==> src/rtl/pf_iod_eye_monitor_trainer.sv <==
// Fabric-side trainer for the IOD eye monitor / RX delay line: clears the sticky flags, integrates
// them over a window and steps the delay line one tap at a time until neither flag fires LOCK_COUNT times.
module pf_iod_eye_monitor_trainer #(
  parameter int unsigned SETTLE_CYCLES = 8,
  parameter int unsigned SAMPLE_CYCLES = 16,
  parameter int unsigned LOCK_COUNT    = 4,
  parameter logic [6:0]  INIT_TAP      = 7'd1,
  parameter logic [6:0]  MAX_TAP       = 7'd127,
  parameter int unsigned MAX_ITER      = 255
) (
  input  logic       FAB_CLK,
  input  logic       ARST,
  input  logic       TRAIN_START,
  input  logic       EYE_MONITOR_EARLY,
  input  logic       EYE_MONITOR_LATE,
  input  logic       DELAY_LINE_OUT_OF_RANGE,
  output logic       EYE_MONITOR_CLEAR_FLAGS,
  output logic       DELAY_LINE_LOAD,
  output logic       DELAY_LINE_MOVE,
  output logic       DELAY_LINE_DIRECTION,
  output logic [6:0] TAP_COUNT,
  output logic       BUSY,
  output logic       TRAIN_DONE,
  output logic       TRAIN_ERROR
);

  typedef enum logic [3:0] {
    S_IDLE, S_LOAD, S_CLEAR, S_SETTLE, S_SAMPLE, S_DECIDE, S_MOVE, S_LOCKED, S_ERROR
  } state_t;

  state_t      state_q, state_d;
  logic [15:0] cnt_q, cnt_d;
  logic [7:0]  iter_q, iter_d;
  logic [3:0]  bal_q, bal_d;
  logic        acc_e_q, acc_e_d, acc_l_q, acc_l_d;
  logic        dir_q, dir_d;
  logic [6:0]  tap_q, tap_d;
  logic        clear_q, load_q, move_q, busy_q, done_q, err_q;

  always_comb begin
    state_d = state_q;
    cnt_d   = cnt_q;
    iter_d  = iter_q;
    bal_d   = bal_q;
    acc_e_d = acc_e_q;
    acc_l_d = acc_l_q;
    dir_d   = dir_q;
    tap_d   = tap_q;
    case (state_q)
      S_IDLE, S_LOCKED, S_ERROR: begin
        if (TRAIN_START) begin
          state_d = S_LOAD;
          tap_d   = INIT_TAP;
          iter_d  = '0;
          bal_d   = '0;
        end
      end
      S_LOAD: state_d = S_CLEAR;
      S_CLEAR: begin
        acc_e_d = 1'b0;
        acc_l_d = 1'b0;
        cnt_d   = '0;
        state_d = S_SETTLE;
      end
      S_SETTLE: begin
        cnt_d = cnt_q + 16'd1;
        if (cnt_q == 16'(SETTLE_CYCLES - 1)) begin
          cnt_d   = '0;
          state_d = S_SAMPLE;
        end
      end
      S_SAMPLE: begin
        acc_e_d = acc_e_q | EYE_MONITOR_EARLY;
        acc_l_d = acc_l_q | EYE_MONITOR_LATE;
        cnt_d   = cnt_q + 16'd1;
        if (cnt_q == 16'(SAMPLE_CYCLES - 1)) begin
          cnt_d   = '0;
          state_d = S_DECIDE;
        end
      end
      S_DECIDE: begin
        iter_d = iter_q + 8'd1;
        if (DELAY_LINE_OUT_OF_RANGE || (iter_d == 8'(MAX_ITER))) begin
          state_d = S_ERROR;
        end else if (acc_e_q && !acc_l_q) begin
          bal_d = '0;
          if (tap_q == MAX_TAP) begin
            state_d = S_ERROR;
          end else begin
            dir_d   = 1'b1;
            tap_d   = tap_q + 7'd1;
            state_d = S_MOVE;
          end
        end else if (acc_l_q && !acc_e_q) begin
          bal_d = '0;
          if (tap_q == 7'd0) begin
            state_d = S_ERROR;
          end else begin
            dir_d   = 1'b0;
            tap_d   = tap_q - 7'd1;
            state_d = S_MOVE;
          end
        end else if (acc_e_q && acc_l_q) begin
          // Both flags means the sample point straddles edge jitter: re-measure, don't move.
          bal_d   = '0;
          state_d = S_CLEAR;
        end else begin
          bal_d   = bal_q + 4'd1;
          state_d = (bal_d == 4'(LOCK_COUNT)) ? S_LOCKED : S_CLEAR;
        end
      end
      S_MOVE:  state_d = S_CLEAR;
      default: state_d = S_IDLE;
    endcase
  end

  // Outputs are registered from the next state so each pulse lines up with its state.
  always_ff @(posedge FAB_CLK or posedge ARST) begin
    if (ARST) begin
      state_q <= S_IDLE;
      cnt_q   <= '0;
      iter_q  <= '0;
      bal_q   <= '0;
      acc_e_q <= 1'b0;
      acc_l_q <= 1'b0;
      dir_q   <= 1'b0;
      tap_q   <= INIT_TAP;
      clear_q <= 1'b0;
      load_q  <= 1'b0;
      move_q  <= 1'b0;
      busy_q  <= 1'b0;
      done_q  <= 1'b0;
      err_q   <= 1'b0;
    end else begin
      state_q <= state_d;
      cnt_q   <= cnt_d;
      iter_q  <= iter_d;
      bal_q   <= bal_d;
      acc_e_q <= acc_e_d;
      acc_l_q <= acc_l_d;
      dir_q   <= dir_d;
      tap_q   <= tap_d;
      clear_q <= (state_d == S_CLEAR);
      load_q  <= (state_d == S_LOAD);
      move_q  <= (state_d == S_MOVE);
      busy_q  <= !(state_d inside {S_IDLE, S_LOCKED, S_ERROR});
      done_q  <= (state_d == S_LOCKED);
      err_q   <= (state_d == S_ERROR);
    end
  end

  assign EYE_MONITOR_CLEAR_FLAGS = clear_q;
  assign DELAY_LINE_LOAD         = load_q;
  assign DELAY_LINE_MOVE         = move_q;
  assign DELAY_LINE_DIRECTION    = dir_q;
  assign TAP_COUNT               = tap_q;
  assign BUSY                    = busy_q;
  assign TRAIN_DONE              = done_q;
  assign TRAIN_ERROR             = err_q;

endmodule

==> config.mk <==
export PLATFORM = sky130hd
export DESIGN_NAME = pf_iod_eye_monitor_trainer
export DESIGN_NICKNAME = d
export VERILOG_FILES = /design/src/rtl/pf_iod_eye_monitor_trainer.sv
export SDC_FILE = /design/constraint.sdc
export NUM_CORES = 1
export LEC_CHECK = 0
export ABC_CLOCK_PERIOD_IN_PS = 3400
export CAP_MARGIN = 20
export CELL_PAD_IN_SITES_DETAIL_PLACEMENT = 0
export CELL_PAD_IN_SITES_GLOBAL_PLACEMENT = 1
export CORE_ASPECT_RATIO = 1.4
export CORE_MARGIN = 3
export CORE_UTILIZATION = 25
export DETAILED_ROUTE_END_ITERATION = 7
export DONT_BUFFER_PORTS = 1
export PLACE_DENSITY_LB_ADDON = 0.08
export SETUP_SLACK_MARGIN = 0.15
export SLEW_MARGIN = 20
export SYNTH_ARGS = -nofsm -noshare
export SYNTH_HDL_FRONTEND = slang
export SYNTH_SLANG_ARGS = --single-unit
==> constraint.sdc <==
create_clock -name FAB_CLK -period 3.4 [get_ports FAB_CLK]
set_clock_uncertainty 0.05 [all_clocks]
set_input_delay 0.51 -clock FAB_CLK [delete_from_list [all_inputs] [get_ports FAB_CLK]]
set_output_delay 0.51 -clock FAB_CLK [all_outputs]
set_load 0.05 [all_outputs]
Yosys cells after proc, flatten, opt, wreduce, memory -nomap -nowiden. Index checks and enable logic that the tools add are counted.

Bits of input ports: 6. Bits in latches: 0. Bits in read-only memories: 0. Register bits: 48. Memories kept: 0. RAM bits: 0. Logic and storage cells: 103. Output and inout port bits: 14.

Reduce and logical (&&, ||, !) cells: 21. Multiply operators: 0. Bitwise logic cells: 3. Mux-type cells: 35. Shift-type cells: 0. Div/mod/pow operators: 0. Eq/ne operators: 25. Order comparisons: 0. Add/sub/neg operators: 5.

Operators with widths (count): 2-to-1 mux 4 bit (13); case mux 16 bit (3 select lines) (1); 2-to-1 mux 7 bit (6); 2-to-1 mux 16 bit (2); equality test 4 x 3 -> 1 bit, second input constant (7); case mux 4 bit (6 select lines) (1); adder 16 x 1 -> 16 bit, second input constant (1); equality test 16 x 3 -> 1 bit, second input constant (1); equality test 16 x 4 -> 1 bit, second input constant (1); case mux 8 bit (2 select lines) (1); case mux 7 bit (2 select lines) (1); equality test 4 x 2 -> 1 bit, second input constant (3); != test 3 bit, second input constant (3); adder 8 x 1 -> 8 bit, second input constant (1); equality test 4 x 1 -> 1 bit, second input constant (2); equality test 4 bit, second input constant (2); equality test 8 bit, second input constant (1); zero test 4 bit (2); 2-to-1 mux 8 bit (1); != test 2 bit, second input constant (4); case mux 4 bit (2 select lines) (1); adder 7 x 1 -> 7 bit, second input constant (1); equality test 7 bit, second input constant (1); zero test 7 bit (1); 18 further kinds (31).

Longest topological paths before layout. Gate-level depths: netlist of the first run.

Depth in word-level cells: 11. Mapped depth: 11. Gate-level depth less buffers: 11.

Worst setup path before layout of the first run. No wires, ideal clock.

Kind: register to register. Start point: reg tap_q[0], in the netlist TAP_COUNT[0]. End point: reg tap_q[6], in the netlist TAP_COUNT[6]. Setup time: 85 ps. Arrival: 2358 ps. Data required time: 3265 ps. Slack: 908 ps. Stages on the path, launching flop included: 10. Cells stage by stage: dfstp_2 > inv_1 > fa_1 > inv_1 > a21oi_1 > o21bai_1 > a21oi_1 > or3b_2 > nand4_1 > mux2i_1.

Word-level cells in the longest chain between the ends: 6.

Ends and longest elaborated chain: from (decl) (line 37) `logic [6:0] tap_q, tap_d;`; from (signal assigned) (line 142) `tap_q <= tap_d;`; subtractor 7 x 1 -> 7 bit (line 100) `tap_d = tap_q - 7'd1;`; 2-to-1 mux 7 bit (line 96) `if (tap_q == 7'd0) begin`; 2-to-1 mux 7 bit (line 94) `end else if (acc_l_q && !acc_e_q) begin`; 2-to-1 mux 7 bit (line 85) `end else if (acc_e_q && !acc_l_q) begin`; 2-to-1 mux 7 bit (line 83) `if (DELAY_LINE_OUT_OF_RANGE || (iter_d == 8'(MAX_ITER))) begin`; case mux 7 bit (2 select lines) (line 49) `case (state_q)`.

Several ways; a longest one is shown, not always the timed one. The select of a mux whose other input is x is not followed. A chain may end at the register's enable or synchronous reset.

Worst setup path in the final report of the first run.
Start point: reg acc_l_q. End point: reg tap_q[6], in the netlist TAP_COUNT[6].

Word-level cells in the longest chain between the ends: 5.

Ends and longest elaborated chain: from (decl) (line 35) `logic acc_e_q, acc_e_d, acc_l_q, acc_l_d;`; from (signal assigned) (line 140) `acc_l_q <= acc_l_d;`; zero test 1 bit (line 85); logical AND 1 bit (line 85); 2-to-1 mux 7 bit (line 85); 2-to-1 mux 7 bit (line 83); case mux 7 bit (2 select lines) (line 49).

Several ways; a longest one is shown, not always the timed one. The select of a mux whose other input is x is not followed.

==> metrics, run 1 <==
1st-pass router iterations 6; class of the tightest hold or removal check primary input to async pin; routed wire length per instance 15.81 um; PnR Total Power 2.037 mW; setup slack on the worst flop-to-flop path ~0.71 ns; CP required approximately 3.6 ns; synthesized netlist cell count ~320; max-slew violation count 0; final core occ 0.2884; buffers inserted by post-CTS timing repair 0; length in cells of the worst reg-to-reg path 10; post-synthesis net count 335; routed vias/inst just under 5; NumNets Final around 340; first-pass GRT wire length 12050 um; starting density of the core 0.2582; worst slew margin relative to its limit 0.5079; number of nets still failing antenna checks after routing 0; most frequently used flop master after synthesis sky130_fd_sc_hd__dfrtp_1; final hold violation count 0; number of global-route vias before repair around 2300; Post-Synthesis Cell Area roughly 2800 um2; count of buffers from port buffering 0; post-route worst setup slack between 0.7 and 0.8 ns; crit end category flip-flop; CTS Buf Count 5; DRC viols 0; placeable core area 10920 um2; maximum clock path buffer count 2; power density normalized to cell area around 650 nW/um2; worst hold slack across all endpoints approximately 0.083 ns; Horiz. Die Dim ~96 um; Boundary Pins 20; Synth warnings 0; area of the die around 13000 um2; Max H-tree Level 2; setup-violating endpoint count in the final report 0; final std cells w/o fill between 400 and 500; proportion of synthesized flip-flops having asynchronous set or reset 1.000; standard-cell row count between 40 and 50; layout cells sized above 1 0.08777; Filler Cell Count around 1200; GRT Resource Usage Total 0.1239; cell total after placement roughly 450; clock input transition at the sequential cells of the worst setup and hold paths 0.07 ns; Root Buffer Master sky130_fd_sc_hd__clkbuf_16; growth of design area from synthesis to finish 11.71%; start point of the critical path acc_l_q$_DFFE_PP0P_; number of antenna violations at the first check in global routing 0; destination of the worst register-to-register timing path TAP_COUNT[6]$_DFFE_PP0P_; number of synthesized register bits between 40 and 50; count of flip-flops with a built-in enable after synthesis 0; Placement Cell Area around 3000 um2; Max VDD drop 251.9 uV; Post-Synthesis Mean Instance Area between 8 and 9 um2; DR vias ~2300; setup repair after global routing missed its margin no; part of the Yosys area used for sequential elements 0.4264; post-DP HPWL around 5400 um; hold_buf cts 0; first-iteration detailed-routing DRC count around 130; Place WS approximately 0.7 ns; RePlAce Congestion ~0.7; LEAKAGE approximately 1.3 nW; critical path start-end classification flip-flop to flip-flop; FF-to-FF Start acc_l_q$_DFFE_PP0P_; Final Routed Wirelength roughly 7300 um; cell area after layout roughly 3200 um2; number of distinct library cells after synthesis 53; die outline height roughly 130 um; pin count of the biggest net entering global routing 27; number of sinks on the clock net 48; max-capacitance violation count 0; Max Fclk 0.3713 GHz; run status completed; clock tree from TritonCTS yes; worst-path fanout max 8; total inserted antenna cells 0; final total negative setup slack 0 ns; arrival time of the worst setup path between 2 and 3 ns; period utilisation layout 0.7922; clock network latency to the later pin of the worst-skew pair a little under 0.3 ns; kind of start point of the critical path flip-flop; final worst path period need approximately 2.7 ns; timing endpoint of the critical path TAP_COUNT[6]$_DFFE_PP0P_; sum of overflow across all layers after global routing 0; PostCTS Resize Cnt 0; slew at the pin closest to its max-slew limit between 0.7 and 0.8 ns
[placed cells by master (no fill, tap or decap), types with 2 or more instances in the layout]
| cell | count |
|---|---|
| sky130_fd_sc_hd__a21o_1 | 3 |
| sky130_fd_sc_hd__a21oi_1 | 11 |
| sky130_fd_sc_hd__a31oi_1 | 6 |
| sky130_fd_sc_hd__and3_1 | 8 |
| sky130_fd_sc_hd__buf_4 | 6 |
| sky130_fd_sc_hd__clkbuf_16 | 5 |
| sky130_fd_sc_hd__clkbuf_8 | 2 |
| sky130_fd_sc_hd__dfrtp_1 | 47 |
| sky130_fd_sc_hd__ha_1 | 12 |
| sky130_fd_sc_hd__inv_1 | 12 |
| sky130_fd_sc_hd__inv_2 | 2 |
| sky130_fd_sc_hd__mux2i_1 | 5 |
| sky130_fd_sc_hd__nand2_1 | 43 |
| sky130_fd_sc_hd__nand3_1 | 12 |
| sky130_fd_sc_hd__nand3b_1 | 4 |
| sky130_fd_sc_hd__nand4_1 | 6 |
| sky130_fd_sc_hd__nor2_1 | 23 |
| sky130_fd_sc_hd__nor3_1 | 7 |
| sky130_fd_sc_hd__nor3b_1 | 2 |
| sky130_fd_sc_hd__nor4_1 | 3 |
| sky130_fd_sc_hd__o21ai_0 | 49 |
| sky130_fd_sc_hd__o21ai_1 | 2 |
| sky130_fd_sc_hd__o21bai_1 | 2 |
| sky130_fd_sc_hd__o31ai_1 | 4 |
| sky130_fd_sc_hd__o41ai_1 | 3 |
| sky130_fd_sc_hd__or4_1 | 4 |
| sky130_fd_sc_hd__or4_4 | 2 |
| sky130_fd_sc_hd__xnor2_1 | 5 |
| sky130_fd_sc_hd__xor2_1 | 5 |
[layer usage]
metal / wire, um / GRT usage
met3: 184 / 0.02405
met1: 3081 / 0.1398
met5: 0 / 0
met2: 3871 / 0.2248
met4: 135 / 0.04272
[cell type report]
class	count	area [um2]	area share
Multi-Input combinational cell	244	1521	0.4829
Tap cell	141	176.4	0.05600
Clock buffer	7	152.6	0.04845
Sequential cell	48	1202	0.3817
Inverter	14	52.55	0.01668
Timing Repair Buffer	6	45.04	0.01430
[state kept, by name (all words and copies together) (netlist names)]
name,count
TAP_COUNT,7
TRAIN_ERROR,1
acc_l_q,1
BUSY,1
acc_e_q,1
DELAY_LINE_MOVE,1
EYE_MONITOR_CLEAR_FLAGS,1
DELAY_LINE_LOAD,1
iter_q,8
state_q,4
DELAY_LINE_DIRECTION,1
cnt_q,16
TRAIN_DONE,1
bal_q,4
[synthesized netlist by cell type (2+ instances only)]
cell | count | area, um2
sky130_fd_sc_hd__buf_2 | 5 | 25.02
sky130_fd_sc_hd__nand2_1 | 43 | 161.4
sky130_fd_sc_hd__o21bai_1 | 2 | 15.01
sky130_fd_sc_hd__nor4_1 | 3 | 18.77
sky130_fd_sc_hd__inv_1 | 13 | 48.80
sky130_fd_sc_hd__nor3_1 | 7 | 35.03
sky130_fd_sc_hd__and3_1 | 8 | 50.05
sky130_fd_sc_hd__o41ai_1 | 3 | 26.28
sky130_fd_sc_hd__or4_4 | 2 | 22.52
sky130_fd_sc_hd__a21o_1 | 3 | 22.52
sky130_fd_sc_hd__nand4_1 | 6 | 37.54
sky130_fd_sc_hd__nand3_1 | 12 | 60.06
sky130_fd_sc_hd__xnor2_1 | 5 | 43.79
sky130_fd_sc_hd__nor3b_1 | 2 | 15.01
sky130_fd_sc_hd__or4_1 | 4 | 30.03
sky130_fd_sc_hd__o31ai_1 | 4 | 30.03
sky130_fd_sc_hd__dfrtp_1 | 47 | 1176
sky130_fd_sc_hd__nand3b_1 | 4 | 30.03
sky130_fd_sc_hd__a31oi_1 | 6 | 37.54
sky130_fd_sc_hd__xor2_1 | 5 | 43.79
sky130_fd_sc_hd__ha_1 | 12 | 150.1
sky130_fd_sc_hd__o21ai_0 | 49 | 245.2
sky130_fd_sc_hd__mux2i_1 | 5 | 50.05
sky130_fd_sc_hd__clkbuf_1 | 4 | 15.01
sky130_fd_sc_hd__nor2_1 | 23 | 86.33
sky130_fd_sc_hd__o21ai_1 | 2 | 10.01
sky130_fd_sc_hd__a21oi_1 | 11 | 55.05
[cell families after synthesis]
logic type                 synth area share
xor gates and xnor gates            0.03105
adders and majority gates           0.06034
muxes                               0.02174
and+or+nand+nor                      0.2360
AOI/OAI and AO/OA                    0.1903
DFF                                  0.4264
buffers and inverters               0.03416
[power by group]
group          internal (mW)  leakage, nW  switching (mW)
clock network          0.309       0.0760           0.215
registers              0.654        0.649           0.178
logic                  0.284        0.615           0.397
total                   1.25         1.34           0.789
[worst min path at each step]
stage / depth (start not counted) / from / to
floorplan: 1 / cnt_q[15]$_DFFE_PP0P_ / cnt_q[15]$_DFFE_PP0P_
detailed placement: 1 / ARST / BUSY$_DFF_PP0_
CTS: 1 / ARST / DELAY_LINE_MOVE$_DFF_PP0_
finish: 1 / ARST / BUSY$_DFF_PP0_
global route: 1 / ARST / BUSY$_DFF_PP0_
global placement: 1 / ARST / TRAIN_DONE$_DFF_PP0_
[worst max-delay path, cell delays in order, from the launching register on]
cell	delay [ns]
sky130_fd_sc_hd__dfrtp_1	0.43
sky130_fd_sc_hd__inv_1	0.08
sky130_fd_sc_hd__ha_1	0.34
sky130_fd_sc_hd__inv_1	0.23
sky130_fd_sc_hd__ha_1	0.38
sky130_fd_sc_hd__a21oi_1	0.08
sky130_fd_sc_hd__o21bai_1	0.19
sky130_fd_sc_hd__a21oi_1	0.12
sky130_fd_sc_hd__or3b_2	0.44
sky130_fd_sc_hd__nand4_1	0.11
sky130_fd_sc_hd__mux2i_1	0.17
Power figures use the tool's default switching activity.
==> inputs of run 2 (changes only) <==
--- a/config.mk
+++ b/config.mk
@@ -5,7 +5,7 @@
 export SDC_FILE = /design/constraint.sdc
 export NUM_CORES = 1
 export LEC_CHECK = 0
-export ABC_CLOCK_PERIOD_IN_PS = 3400
+export ABC_CLOCK_PERIOD_IN_PS = 2250
 export CAP_MARGIN = 20
 export CELL_PAD_IN_SITES_DETAIL_PLACEMENT = 0
 export CELL_PAD_IN_SITES_GLOBAL_PLACEMENT = 1
==> constraint.sdc (replaced) <==
create_clock -name FAB_CLK -period 2.25 [get_ports FAB_CLK]
set_clock_uncertainty 0.05 [all_clocks]
set_input_delay 0.3375 -clock FAB_CLK [delete_from_list [all_inputs] [get_ports FAB_CLK]]
set_output_delay 0.3375 -clock FAB_CLK [all_outputs]
set_load 0.05 [all_outputs]
==> run 2 against run 1 <==
The flow now finishes with violations (setup timing). Clock power is 85% higher. Worst hold slack gained 0.15 ns. Routed wire length is 9.3% higher. Count of clock-buffer cells in the layout is 2 lower. Die area is the same. Largest cell class unchanged. Highest routed layer unchanged.
==> metrics, run 2 (synthesized netlist as in run 1, its figures left out) <==
run status finished, violations left (was completed); failing checks setup timing; PnR Total Power 3.878 mW (was 2.037 mW); clock input transition at the sequential cells of the worst setup and hold paths 0.07 ns (about the same); number of global-route vias before repair 2591 (was 2322); 1st-pass router iterations 4 (was 6); worst slew margin relative to its limit 0.6409 (was 0.5079); class of the tightest hold or removal check primary input to flip-flop (was primary input to async pin); first-pass GRT wire length 13330 um (was 12050 um); final std cells w/o fill 526 (was 460); die outline height 131.7 um (unchanged); clock network latency to the later pin of the worst-skew pair 0.29 ns (about the same); pin count of the biggest net entering global routing 28 (was 27); first-iteration detailed-routing DRC count 93 (was 127); setup-violating endpoint count in the final report 4 (was 0); Horiz. Die Dim 95.77 um (unchanged); top register by number of flip-flops cnt_q (unchanged); count of buffers from port buffering 0 (unchanged); Max VDD drop 363.8 uV (was 251.9 uV); period utilisation layout 1.022 (was 0.7922); Flop pwr share 0.309 (was 0.408); setup repair after global routing missed its margin yes (was no); part of the power in combinational logic 0.441 (was 0.334); commonest non-fill, non-tap cells in the layout sky130_fd_sc_hd__buf_4, sky130_fd_sc_hd__nand2_1, sky130_fd_sc_hd__dfrtp_1 (was sky130_fd_sc_hd__o21ai_0, sky130_fd_sc_hd__dfrtp_1, sky130_fd_sc_hd__nand2_1); Final Routed Wirelength 7946 um (was 7273 um); layout cells sized above 1 0.3195 (was 0.08777); routed wire length per instance 15.11 um (was 15.81 um); growth of design area from synthesis to finish 36.87% (was 11.71%); LEAKAGE 1.707 nW (was 1.340 nW); number of antenna violations at the first check in global routing 0 (unchanged); Boundary Pins 20 (unchanged); post-route worst setup slack -0.04906 ns (was 0.7065 ns); max-capacitance violation count 0 (unchanged); final hold violation count 0 (unchanged); flip-flop count of the largest register, all copies and words added 16 (unchanged); crit end category flip-flop (unchanged); Root Buffer Master sky130_fd_sc_hd__clkbuf_16 (unchanged); arrival time of the worst setup path 2.47 ns (was 2.85 ns); slew at the pin closest to its max-slew limit 0.5379 ns (was 0.7314 ns); DR vias 2532 (was 2276); CP required 2.43 ns (was 3.56 ns); number of nets still failing antenna checks after routing 0 (unchanged); most common library cell in the layout ignoring fill and taps sky130_fd_sc_hd__buf_4 (was sky130_fd_sc_hd__o21ai_0); DRC viols 0 (unchanged); worst-path fanout max 5 (was 8); NumNets Final 404 (was 338); CTS Buf Count 5 (unchanged); final core occ 0.3534 (was 0.2884); starting density of the core 0.2582 (unchanged); switching power 1.378 mW (was 0.7893 mW); clock tree from TritonCTS yes (unchanged); standard-cell row count 45 (unchanged); max-slew violation count 0 (unchanged); post-DP HPWL 5950 um (was 5407 um); critical path start-end classification flip-flop to flip-flop (unchanged); routed vias/inst 4.814 (was 4.948); Max Fclk 0.4350 GHz (was 0.3713 GHz); final worst path period need 2.299 ns (was 2.693 ns); total inserted antenna cells 0 (unchanged); sum of overflow across all layers after global routing 0 (unchanged); power density normalized to cell area 1005 nW/um2 (was 646.7 nW/um2); GRT Resource Usage Total 0.1354 (was 0.1239); kind of start point of the critical path flip-flop (unchanged); cell-internal power 2.500 mW (was 1.248 mW); number of sinks on the clock net 48 (unchanged); cell area after layout 3860 um2 (was 3151 um2); maximum clock path buffer count 2 (unchanged); cell total after placement 506 (was 453); Max H-tree Level 2 (unchanged); share of total power consumed by net switching 0.3554 (was 0.3874); Clk pwr share 0.250 (was 0.257); Placement Cell Area 3476 um2 (was 2998 um2); placeable core area 10920 um2 (unchanged); area of the die 12610 um2 (unchanged); RePlAce Congestion 0.7324 (was 0.7073)
==> run 2: path summary, 6_finish.rpt <==
kind                       slack [ns]             startpoint  depth (start not counted)                   endpoint
max                             -0.05  cnt_q[13]$_DFFE_PP0P_                          7             BUSY$_DFF_PP0_
min                              0.23            TRAIN_START                          3       state_q[3]$_DFF_PP0_
max reg2reg                     -0.05  cnt_q[13]$_DFFE_PP0P_                          7             BUSY$_DFF_PP0_
min reg2reg                      0.46   bal_q[2]$_DFFE_PP0P_                          2       bal_q[2]$_DFFE_PP0P_
max in group asynchronous        1.12                   ARST                          3  DELAY_LINE_MOVE$_DFF_PP0_
min in group asynchronous        0.50                   ARST                          2   TAP_COUNT[3]$_DFFE_PP0P_
==> run 2: repair_timing <==
item,CTS,global route
hold endpoints to repair,20,0
hold buffers,1,0
resized for setup,20,16
setup endpoints to repair,24,37
pin swaps,13,11
buffers inserted,6,5
cloned,1,0
==> run 2: metal layers <==
layer  wire (um)  vias up  GRT usage
li1            -     1283          -
met1        3126     1204     0.1526
met2        4388       36     0.2453
met3         270        9    0.02806
met4         161        0    0.04509
met5           0        -          0
==> run 2: power by group through the flow <==
stage               clock network, mW  logic (mW)  registers (mW)
floorplan                           0       0.923            1.19
global placement                    0        1.51            1.20
global route                     1.03        1.92            1.22
CTS                              1.00        1.68            1.19
detailed placement                  0        1.51            1.20
finish                          0.971        1.71            1.20
==> run 2: layout make-up <==
cell class                      count  area [um2]
Clock buffer                        5       125.1
Clock inverter                      2       60.06
Fill cell                        1147        7063
Inverter                           14       52.55
Multi-Input combinational cell    244        1667
Sequential cell                    48        1212
Tap cell                          141       176.4
Timing Repair Buffer               72       566.8
==> run 2: stage by stage <==
step / setup WS [ns] / hold slack [ns] / setup TNS [ns]
after floorplan: -0.04125 / 0.3987 / -0.07024
after global placement: -0.02484 / 0.2446 / -0.02484
after detailed placement: -0.05282 / 0.2619 / -0.1289
after CTS: -0.06680 / 0.2222 / -0.1552
after global routing: -0.1457 / 0.2473 / -1.802
final: -0.04906 / 0.2331 / -0.1001
==> run 2: worst max-delay path, cell delays in order, from the launching register on <==
cell and delay (ns):
sky130_fd_sc_hd__dfrtp_1 0.38, sky130_fd_sc_hd__or4_4 0.55, sky130_fd_sc_hd__nor4_4 0.38, sky130_fd_sc_hd__nor4_4 0.08, sky130_fd_sc_hd__a311o_1 0.29, sky130_fd_sc_hd__a31o_4 0.23, sky130_fd_sc_hd__and3b_4 0.18, sky130_fd_sc_hd__a21oi_2 0.09
